[src/rtl/adc_log_pkg.sv]
// rtl/adc_log_pkg.sv - shared constants and state type for the ADC sample logger
package adc_log_pkg;

  localparam int ADC_W_DEF = 12;
  localparam int LED_W     = 8;

  typedef enum logic [1:0] {
    IDLE = 2'd0,
    RUN  = 2'd1,
    FULL = 2'd2
  } state_t;

endpackage

[src/rtl/adc_window_avg.sv]
// rtl/adc_window_avg.sv - fixed-window averager over 2^AVG_LOG2 accepted samples
// Ports: clk, rst (async active-low), sample_valid/sample (accepted sample),
//        flush (discard partial window), avg_data/avg_valid (registered result),
//        avg_next/win_done (combinational view of the completing window).
module adc_window_avg #(
  parameter int ADC_W    = 12,
  parameter int AVG_LOG2 = 4
) (
  input  logic             clk,
  input  logic             rst,
  input  logic             sample_valid,
  input  logic [ADC_W-1:0] sample,
  input  logic             flush,
  output logic [ADC_W-1:0] avg_data,
  output logic             avg_valid,
  output logic [ADC_W-1:0] avg_next,
  output logic             win_done
);

  // Wide enough for 2^AVG_LOG2 full-scale samples, so no overflow check.
  logic [ADC_W+AVG_LOG2-1:0] r_acc;
  logic [AVG_LOG2-1:0]       r_count;
  logic [ADC_W-1:0]          r_avg_data;
  logic                      r_avg_valid;
  logic [ADC_W+AVG_LOG2-1:0] w_sum;

  assign w_sum    = r_acc + {{AVG_LOG2{1'b0}}, sample};
  assign win_done = sample_valid && !flush && (r_count == {AVG_LOG2{1'b1}});
  assign avg_next = w_sum[ADC_W+AVG_LOG2-1:AVG_LOG2];

  always_ff @(posedge clk or negedge rst) begin
    if (!rst) begin
      r_acc       <= '0;
      r_count     <= '0;
      r_avg_data  <= '0;
      r_avg_valid <= 1'b0;
    end else begin
      r_avg_valid <= 1'b0;
      if (flush) begin
        r_acc   <= '0;
        r_count <= '0;
      end else if (sample_valid) begin
        if (win_done) begin
          // Window closes on this edge; the next sample opens a fresh window.
          r_acc       <= '0;
          r_count     <= '0;
          r_avg_data  <= avg_next;
          r_avg_valid <= 1'b1;
        end else begin
          r_acc   <= w_sum;
          r_count <= r_count + 1'b1;
        end
      end
    end
  end

  assign avg_data  = r_avg_data;
  assign avg_valid = r_avg_valid;

endmodule

[src/rtl/adc_sample_logger.sv]
// rtl/adc_sample_logger.sv - logs ADC samples to sample RAM and drives LEDs with window averages
// Optional alarm comparator: define ADC_LOG_ALARM_EN.
// Ports: clk, rst (async active-low), enable, clear, adc_valid/adc_data (ADC stream),
//        alarm_thresh, ram_address/ram_data/ram_wren (RAM write port),
//        avg_data/avg_valid/led (averages), buf_full, sample_count, alarm.
module adc_sample_logger
  import adc_log_pkg::*;
#(
  parameter int ADC_W    = ADC_W_DEF,
  parameter int ADDR_W   = 8,
  parameter int AVG_LOG2 = 4,
  parameter int WRAP     = 1
) (
  input  logic              clk,
  input  logic              rst,
  input  logic              enable,
  input  logic              clear,
  input  logic              adc_valid,
  input  logic [ADC_W-1:0]  adc_data,
  input  logic [ADC_W-1:0]  alarm_thresh,
  output logic [ADDR_W-1:0] ram_address,
  output logic [ADC_W-1:0]  ram_data,
  output logic              ram_wren,
  output logic [ADC_W-1:0]  avg_data,
  output logic              avg_valid,
  output logic [LED_W-1:0]  led,
  output logic              buf_full,
  output logic [ADDR_W:0]   sample_count,
  output logic              alarm
);

  localparam logic [ADDR_W:0] DEPTH     = {1'b1, {ADDR_W{1'b0}}};
  localparam bit              STOP_MODE = (WRAP == 0);

  state_t            r_state;
  logic [ADDR_W-1:0] r_wr_ptr;
  logic [ADDR_W-1:0] r_ram_address;
  logic [ADC_W-1:0]  r_ram_data;
  logic              r_ram_wren;
  logic              r_buf_full;
  logic [ADDR_W:0]   r_sample_count;

  logic              w_accept;
  logic              w_write;
  logic              w_last;
  logic              w_flush;
  logic [ADC_W-1:0]  w_avg_data;
  logic              w_avg_valid;
  logic [ADC_W-1:0]  w_avg_next;
  logic              w_win_done;

  // A sample coincident with clear is dropped, as is anything outside RUN/FULL.
  assign w_accept = adc_valid && enable && !clear && (r_state == RUN || r_state == FULL);
  // Once a stop-mode buffer is full it stays write-protected until clear.
  assign w_write  = w_accept && (r_state == RUN) && !(STOP_MODE && r_buf_full);
  assign w_last   = (r_wr_ptr == {ADDR_W{1'b1}});
  // Dropping enable discards the partial window; so does clear.
  assign w_flush  = clear || !enable;

  always_ff @(posedge clk or negedge rst) begin
    if (!rst) begin
      r_state        <= IDLE;
      r_wr_ptr       <= '0;
      r_ram_address  <= '0;
      r_ram_data     <= '0;
      r_ram_wren     <= 1'b0;
      r_buf_full     <= 1'b0;
      r_sample_count <= '0;
    end else begin
      r_ram_wren <= 1'b0;
      if (clear) begin
        r_wr_ptr       <= '0;
        r_buf_full     <= 1'b0;
        r_sample_count <= '0;
        r_state        <= enable ? RUN : IDLE;
      end else begin
        if (w_write) begin
          r_ram_wren    <= 1'b1;
          r_ram_address <= r_wr_ptr;
          r_ram_data    <= adc_data;
          r_wr_ptr      <= r_wr_ptr + 1'b1;
          if (r_sample_count != DEPTH) begin
            r_sample_count <= r_sample_count + 1'b1;
          end
          if (w_last) begin
            r_buf_full <= 1'b1;
          end
        end
        case (r_state)
          IDLE: if (enable) r_state <= (STOP_MODE && r_buf_full) ? FULL : RUN;
          RUN: begin
            if (!enable) r_state <= IDLE;
            else if (STOP_MODE && w_write && w_last) r_state <= FULL;
          end
          FULL: if (!enable) r_state <= IDLE;
          default: r_state <= IDLE;
        endcase
      end
    end
  end

  adc_window_avg #(
    .ADC_W   (ADC_W),
    .AVG_LOG2(AVG_LOG2)
  ) u_avg (
    .clk         (clk),
    .rst         (rst),
    .sample_valid(w_accept),
    .sample      (adc_data),
    .flush       (w_flush),
    .avg_data    (w_avg_data),
    .avg_valid   (w_avg_valid),
    .avg_next    (w_avg_next),
    .win_done    (w_win_done)
  );

`ifdef ADC_LOG_ALARM_EN
  logic r_alarm;

  // Compare the average being committed so alarm rises with avg_valid.
  always_ff @(posedge clk or negedge rst) begin
    if (!rst) begin
      r_alarm <= 1'b0;
    end else if (clear) begin
      r_alarm <= 1'b0;
    end else if (w_win_done && (w_avg_next > alarm_thresh)) begin
      r_alarm <= 1'b1;
    end
  end

  assign alarm = r_alarm;
`else
  logic w_unused_alarm;

  assign w_unused_alarm = ^{alarm_thresh, w_avg_next, w_win_done};
  assign alarm          = 1'b0;
`endif

  assign ram_address  = r_ram_address;
  assign ram_data     = r_ram_data;
  assign ram_wren     = r_ram_wren;
  assign avg_data     = w_avg_data;
  assign avg_valid    = w_avg_valid;
  assign led          = w_avg_data[ADC_W-1 -: LED_W];
  assign buf_full     = r_buf_full;
  assign sample_count = r_sample_count;

endmodule

[config.mk]
export PLATFORM = sky130hd
export DESIGN_NAME = adc_sample_logger
export DESIGN_NICKNAME = d
export VERILOG_FILES = /design/src/rtl/adc_log_pkg.sv /design/src/rtl/adc_window_avg.sv /design/src/rtl/adc_sample_logger.sv
export SDC_FILE = /design/constraint.sdc
export NUM_CORES = 1
export LEC_CHECK = 0
export CORE_MARGIN = 4
export CORE_UTILIZATION = 35
export DETAILED_ROUTE_END_ITERATION = 6
export PLACE_DENSITY_LB_ADDON = 0.05
export SYNTH_ARGS = -nofsm -noshare
export SYNTH_HDL_FRONTEND = slang
export SYNTH_SLANG_ARGS = --single-unit
[constraint.sdc]
create_clock -name clk -period 6.1 [get_ports clk]
set_input_delay 1.22 -clock clk [delete_from_list [all_inputs] [get_ports clk]]
set_output_delay 1.22 -clock clk [all_outputs]
set_load 0.005 [all_outputs]
==> impl_results.md, run 1 <==
- Slew @ Worst Pin: between 0.9 and 1 ns
- First-pass GRT wire length: roughly 14000 um
- Sink Count: 73
- CP endpoint kind: register
- Post-place setup slack: around 1.5 ns
- Critical Path AT: about 4.4 ns
- Yosys warns: 0
- Starting Density: 0.3658
- Pint: 793.3 uW
- Global Route Usage Sum: 0.1484
- Placer Congestion: approximately 0.77
- Pwr/cell area: between 200 and 250 nW/um^2
- Total Nets Final: 477
- Cell taking the most area after synthesis: dfrtp_1
- Slew headroom: 0.3866
- Max-cap violations: 0
- Number of global-route vias before repair: around 2800
- Vias per std cell: ~5.0
- Post-Syn Instances: approximately 370
- Post-CTS Resized: 0
- Synth top cells by count: 84 x nand2_1, 73 x dfrtp_1, 27 x nor2_1, 22 x o21ai_0, 17 x a21oi_1
- Synth unique cells: 48
- Count leader, synth: nand2_1
- Syn avg cell area: 9.814 um^2
- Synth-to-Final Area Change: 26.29%
- Worst skew pair latency: between 0.3 and 0.4 ns
- Post-synthesis sequential area ratio: 0.5017
- Seq cells post-synth: 73
- Synthesized Nets: about 420
- HPWL Detailed: roughly 5700 um
- N_diodes: 0
- Final setup fails: 0
- Port buffer count: a little under 70
- Max Clk Rate: 240.2 MHz
- Worst-path fanout max: 27
- Pin count of the biggest net entering global routing: 74
- Pre-Repair DR Iteration Count: 4
- ANT nets after route: 0
- CP Launch Type: input pin
- Setup TNS: 0 ns
- Initial drt markers: 74
- Rows: 36
- Clk pin slew, worst setup/hold paths: approximately 0.080 ns
- Final Cycle Share: 0.6825
- Hold-fix buffers at CTS: 0
- Combinational Power Share: 0.112
- GRT Residual Overflow: 0
- Root Buffer: clkbuf_8
- Core area: around 10000 um^2
- Placed Area: 4380 um^2
- Post-synthesis async set-or-reset flop share: 1.000
- Peak supply drop: between 0.0001 and 0.00015 V
- Fin crit period: between 4 and 5 ns
- Share of power burned in registers: 0.490
- Full die area: about 12000 um^2
- Cts bufs inserted: 9
- Worst setup margin: between 1.5 and 2 ns
- Leakage: about 2.1 nW
- Run status: finished, final reports clean
- H-tree levels: 3
- Max-slew violations: 0
- Final non-filler cell total: 569
- Most used DFF post-synth: dfrtp_1
- Post-route cell area: between 4000 and 5000 um^2
- Sw frac: 0.2454
- Clk_skew: roughly 0.007 ns
- Max Buffers Root-to-Sink: 2
- CP Data Required Time: ~6.3 ns
- Initial antenna violation count: 0
- Post-CTS setup buffers: 0
- I/O pins: 82
- Post-synth EDFFs: 0
- Critical path class: in2reg
- TritonCTS clock tree: yes
- Synth top area cells: dfrtp_1 50%, nand2_1 8.7%, ha_1 5.5%
- Final hold vios: 0
- Synth top area share: 0.5017
- Cell count after placement: between 500 and 600
- Post-Route WL: approximately 8200 um
- Psw: around 260 uW
- Clock power frac: 0.398
- Hold Crit Class: reg2reg
- Die Y-Extent: 110.0 um
- DRC: 0
- Die X: 110.0 um
- Layout cells sized above 1: 0.08257
- DR vias: roughly 2800
- Post-Syn Area: ~3600 um^2
- Routed len/inst: about 14 um
- RSZ-0062 raised after global routing: false
[worst max-delay path, cell delays in order]
cell and delay, ns:
clkdlybuf4s50_1 0.91, nor2b_2 0.11, nand3_2 0.43, clkinv_1 0.80, and2_1 0.62, o211ai_1 0.20
nand3_1 0.09
[area by class of cell]
cell class / count / area (um^2)
Clock buffer: 10 / 127.6
Inverter: 7 / 26.28
Clock inverter: 6 / 90.09
Timing Repair Buffer: 69 / 685.7
Multi-Input combinational cell: 271 / 1675
Fill cell: 1002 / 5356
Sequential cell: 73 / 1827
Tap cell: 133 / 166.4
[flip-flops by register name, summed over array words and instances, names as in the netlist]
register	count
u_avg.avg_data	12
u_avg.avg_valid	1
ram_address	8
r_state	1
ram_data	12
r_wr_ptr	8
u_avg.r_count	4
sample_count	9
buf_full	1
ram_wren	1
u_avg.r_acc	16
[power groups by stage]
stage          sequential [mW]  clock (mW)  combinational, mW
2_1_floorplan            0.524           0             0.0505
3_3_place_gp             0.525           0              0.120
3_5_place_dp             0.525           0              0.120
4_1_cts                  0.515       0.434              0.121
5_1_grt                  0.518       0.455              0.132
6_report                 0.515       0.419              0.118
[path summary, 6_finish.rpt]
kind / from / to / slack [ns] / depth (start not counted)
min: ram_address[0] / ram_address[0] / 0.47 / 2
max in group asynchronous: rst / u_avg.avg_data[9] / 4.50 / 1
min reg2reg: ram_address[0] / ram_address[0] / 0.47 / 2
max reg2reg: r_state[0] / u_avg.r_acc[14] / 3.39 / 5
max: clear / u_avg.r_acc[14] / 1.94 / 7
min in group asynchronous: rst / ram_address[6] / 1.01 / 1
[metrics by stage]
stage | power (mW) | util | hold slack [ns]
after floorplan | 0.5747 | - | 0.4538
final | 1.051 | 0.4619 | 0.4749
after CTS | 1.071 | 0.4619 | 0.4849
after global placement | 0.6442 | 0.4400 | 0.4581
after detailed placement | 0.6456 | 0.4400 | 0.4650
after global routing | 1.106 | 0.4619 | 0.5118
[layer usage]
layer / track usage / wire (um) / vias up
met5: 0 / 0 / -
met4: 0.04274 / 98 / 0
met3: 0.04310 / 351 / 9
met2: 0.2379 / 3834 / 52
met1: 0.1954 / 3867 / 1376
li1: - / - / 1399
[cell families (layout without fill, tap and decap cells)]
kind of cell / count (synthesis) / in the layout / share of synthesized area
compound gates: 73 / 73 / 0.1347
xor+xnor: 21 / 21 / 0.05051
fa+ha+maj: 17 / 17 / 0.06048
buf+inv: 27 / 92 / 0.03814
flops: 73 / 73 / 0.5017
mux: 9 / 9 / 0.02887
other cells: 1 / 1 / 0.001030
simple gates: 150 / 150 / 0.1845
[layout by cell type (no fill, tap or decap), types with 7 or more instances in the layout]
master and instances:
a21oi_1 17, dfrtp_1 73, clkdlybuf4s50_1 67, o21ai_0 22, xor2_1 11, clkbuf_8 9
xnor2_1 10, nor2_1 27, nand2_1 84, a22o_1 12, nand4_1 7, ha_1 16
mux2_2 8
Power figures use the tool's default switching activity.
==> inputs of run 2 (changes only) <==
==> constraint.sdc (replaced) <==
create_clock -name clk -period 3.5 [get_ports clk]
set_input_delay 0.7 -clock clk [delete_from_list [all_inputs] [get_ports clk]]
set_output_delay 0.7 -clock clk [all_outputs]
set_load 0.005 [all_outputs]
==> impl_results.md, run 2 (synthesis gave the netlist of run 1 again) <==
- Run status: finished, final reports clean
- Post-Route WL: 8337 um
- Critical Path AT: 3.20 ns
- Slowest stage delay, CP: roughly 0.44 ns
- Routed len/inst: 14.55 um
- CP max stage cell: fa_1
- Layout cells sized above 1: 0.09318
- Max Clk Rate: between 300 and 400 MHz
- Number of global-route vias before repair: 3010
- Commonest cells after routing, fill and taps aside: 84 x nand2_1, 73 x dfrtp_1, 67 x clkdlybuf4s50_1
- I/O pins: roughly 80
- Leakage: around 2.1 nW
- CP Data Required Time: around 3.7 ns
- Global Route Usage Sum: 0.1507
- Pin count of the biggest net entering global routing: 74
- Post-CTS setup buffers: 0
- RSZ-0062 raised after global routing: false
- DRC: 0
- CP endpoint kind: register
- Initial drt markers: between 90 and 100
- Hold-fix buffers at CTS: 0
- Post-route cell area: ~4600 um^2
- Sink Count: between 70 and 80
- Pre-Repair DR Iteration Count: 4
- Met2 Use GR: 0.2595
- Cts bufs inserted: 9
- Hold Crit Class: reg2reg
- Core area: about 10000 um^2
- Final setup fails: 0
- Starting Density: 0.3658
- Synth-to-Final Area Change: 26.39%
- Pwr/cell area: approximately 380 nW/um^2
- Setup TNS: 0 ns
- CP Cell Sequence: clkdlybuf4s50_1 > ha_1 > fa_1 > a211oi_2 > nor2_1 > o31a_1 > a221oi_4 > xnor2_1 > mux2_4
- Most common cell after layout, fill and taps aside: nand2_1
- Initial antenna violation count: 0
- Clk_skew: a little under 0.008 ns
- Post-CTS Resized: 0
- First-pass GRT wire length: ~14000 um
- Final hold vios: 0
- Post-place setup slack: roughly 0.16 ns
- M1 GR Usage: 0.1895
- M3 GR Usage: 0.03203
- Worst-path fanout max: 7
- HPWL Detailed: between 5000 and 6000 um
- TritonCTS clock tree: yes
- N_diodes: 0
- DR vias: roughly 2800
- Peak supply drop: 0.0002438 V
- Total Nets Final: between 400 and 500
- Placed Area: ~4400 um^2
- Max-cap violations: 0
- Design Power: approximately 1.7 mW
- Final Cycle Share: 0.8498
- Port buffer count: slightly below 70
- Most used routing layer: met2
- Slew @ Worst Pin: 0.9148 ns
- Full die area: ~12000 um^2
- Die Y-Extent: roughly 110 um
- Root Buffer: clkbuf_8
- Die X: between 100 and 150 um
- ANT nets after route: 0
- Most flops, register: u_avg.r_acc
- Max-slew violations: 0
- Clk pin slew, worst setup/hold paths: 0.08 ns
- Vias per std cell: a little under 5
- Slew headroom: 0.3902
- Worst skew pair latency: between 0.3 and 0.4 ns
- Max reg flops: 16
- Rows: 36
- Critical path class: in2reg
- H-tree levels: 3
- Max Buffers Root-to-Sink: 2
- CP Launch Type: input pin
- Worst setup margin: between 0.5 and 0.6 ns
- Fin crit period: between 2 and 3 ns
- GRT Residual Overflow: 0
- Placer Congestion: between 0.8 and 0.9
[run 2: through the flow]
step	cells	hold slack, ns	utilization
4_1_cts	573	0.4824	0.4623
6_report	573	0.4749	0.4623
3_3_place_gp	558	0.4603	0.4438
2_1_floorplan	371	0.4044	-
3_5_place_dp	558	0.4625	0.4438
5_1_grt	573	0.5070	0.4623
[run 2: report_power, final]
| part | leakage (nW) | switching [mW] | internal (mW) |
|---|---|---|---|
| registers | 0.998 | 0.0205 | 0.876 |
| logic | 1.00 | 0.105 | 0.104 |
| clock network | 0.0909 | 0.313 | 0.321 |
[run 2: path summary, 6_finish.rpt]
kind	from	to	slack [ns]	cells past startpoint
setup / recovery	adc_data[0]	u_avg.avg_data[8]	0.53	9
hold / removal	ram_address[1]	ram_address[1]	0.47	2
setup reg to reg	u_avg.r_acc[0]	u_avg.avg_data[8]	0.96	8
hold reg to reg	ram_address[1]	ram_address[1]	0.47	2
max in group asynchronous	rst	u_avg.avg_data[5]	2.42	1
min in group asynchronous	rst	ram_address[6]	0.49	1
[run 2: layout make-up]
cell class	count	area [um^2]
inverter	7	26.28
timing repair buffer	74	723.2
tap	133	166.4
sequential	73	1827
multi-input combinational	271	1675
clock buffer	9	123.9
fill	992	5353
clock inverter	6	60.06
[run 2: worst max-delay path, delay by kind of cell]
family	cells	cell delay [ns]
adders and majority gates	2	0.69
AOI/OAI and AO/OA	3	0.92
and+or+nand+nor	1	0.09
xor gates and xnor gates	1	0.11
muxes	1	0.26
buffers and inverters	1	0.43
[run 2: routing by layer]
layer	share of wire	vias up
met5	0	-
met4	0.012	0
met3	0.035	8
met2	0.48	47
met1	0.47	1387
li1	-	1403
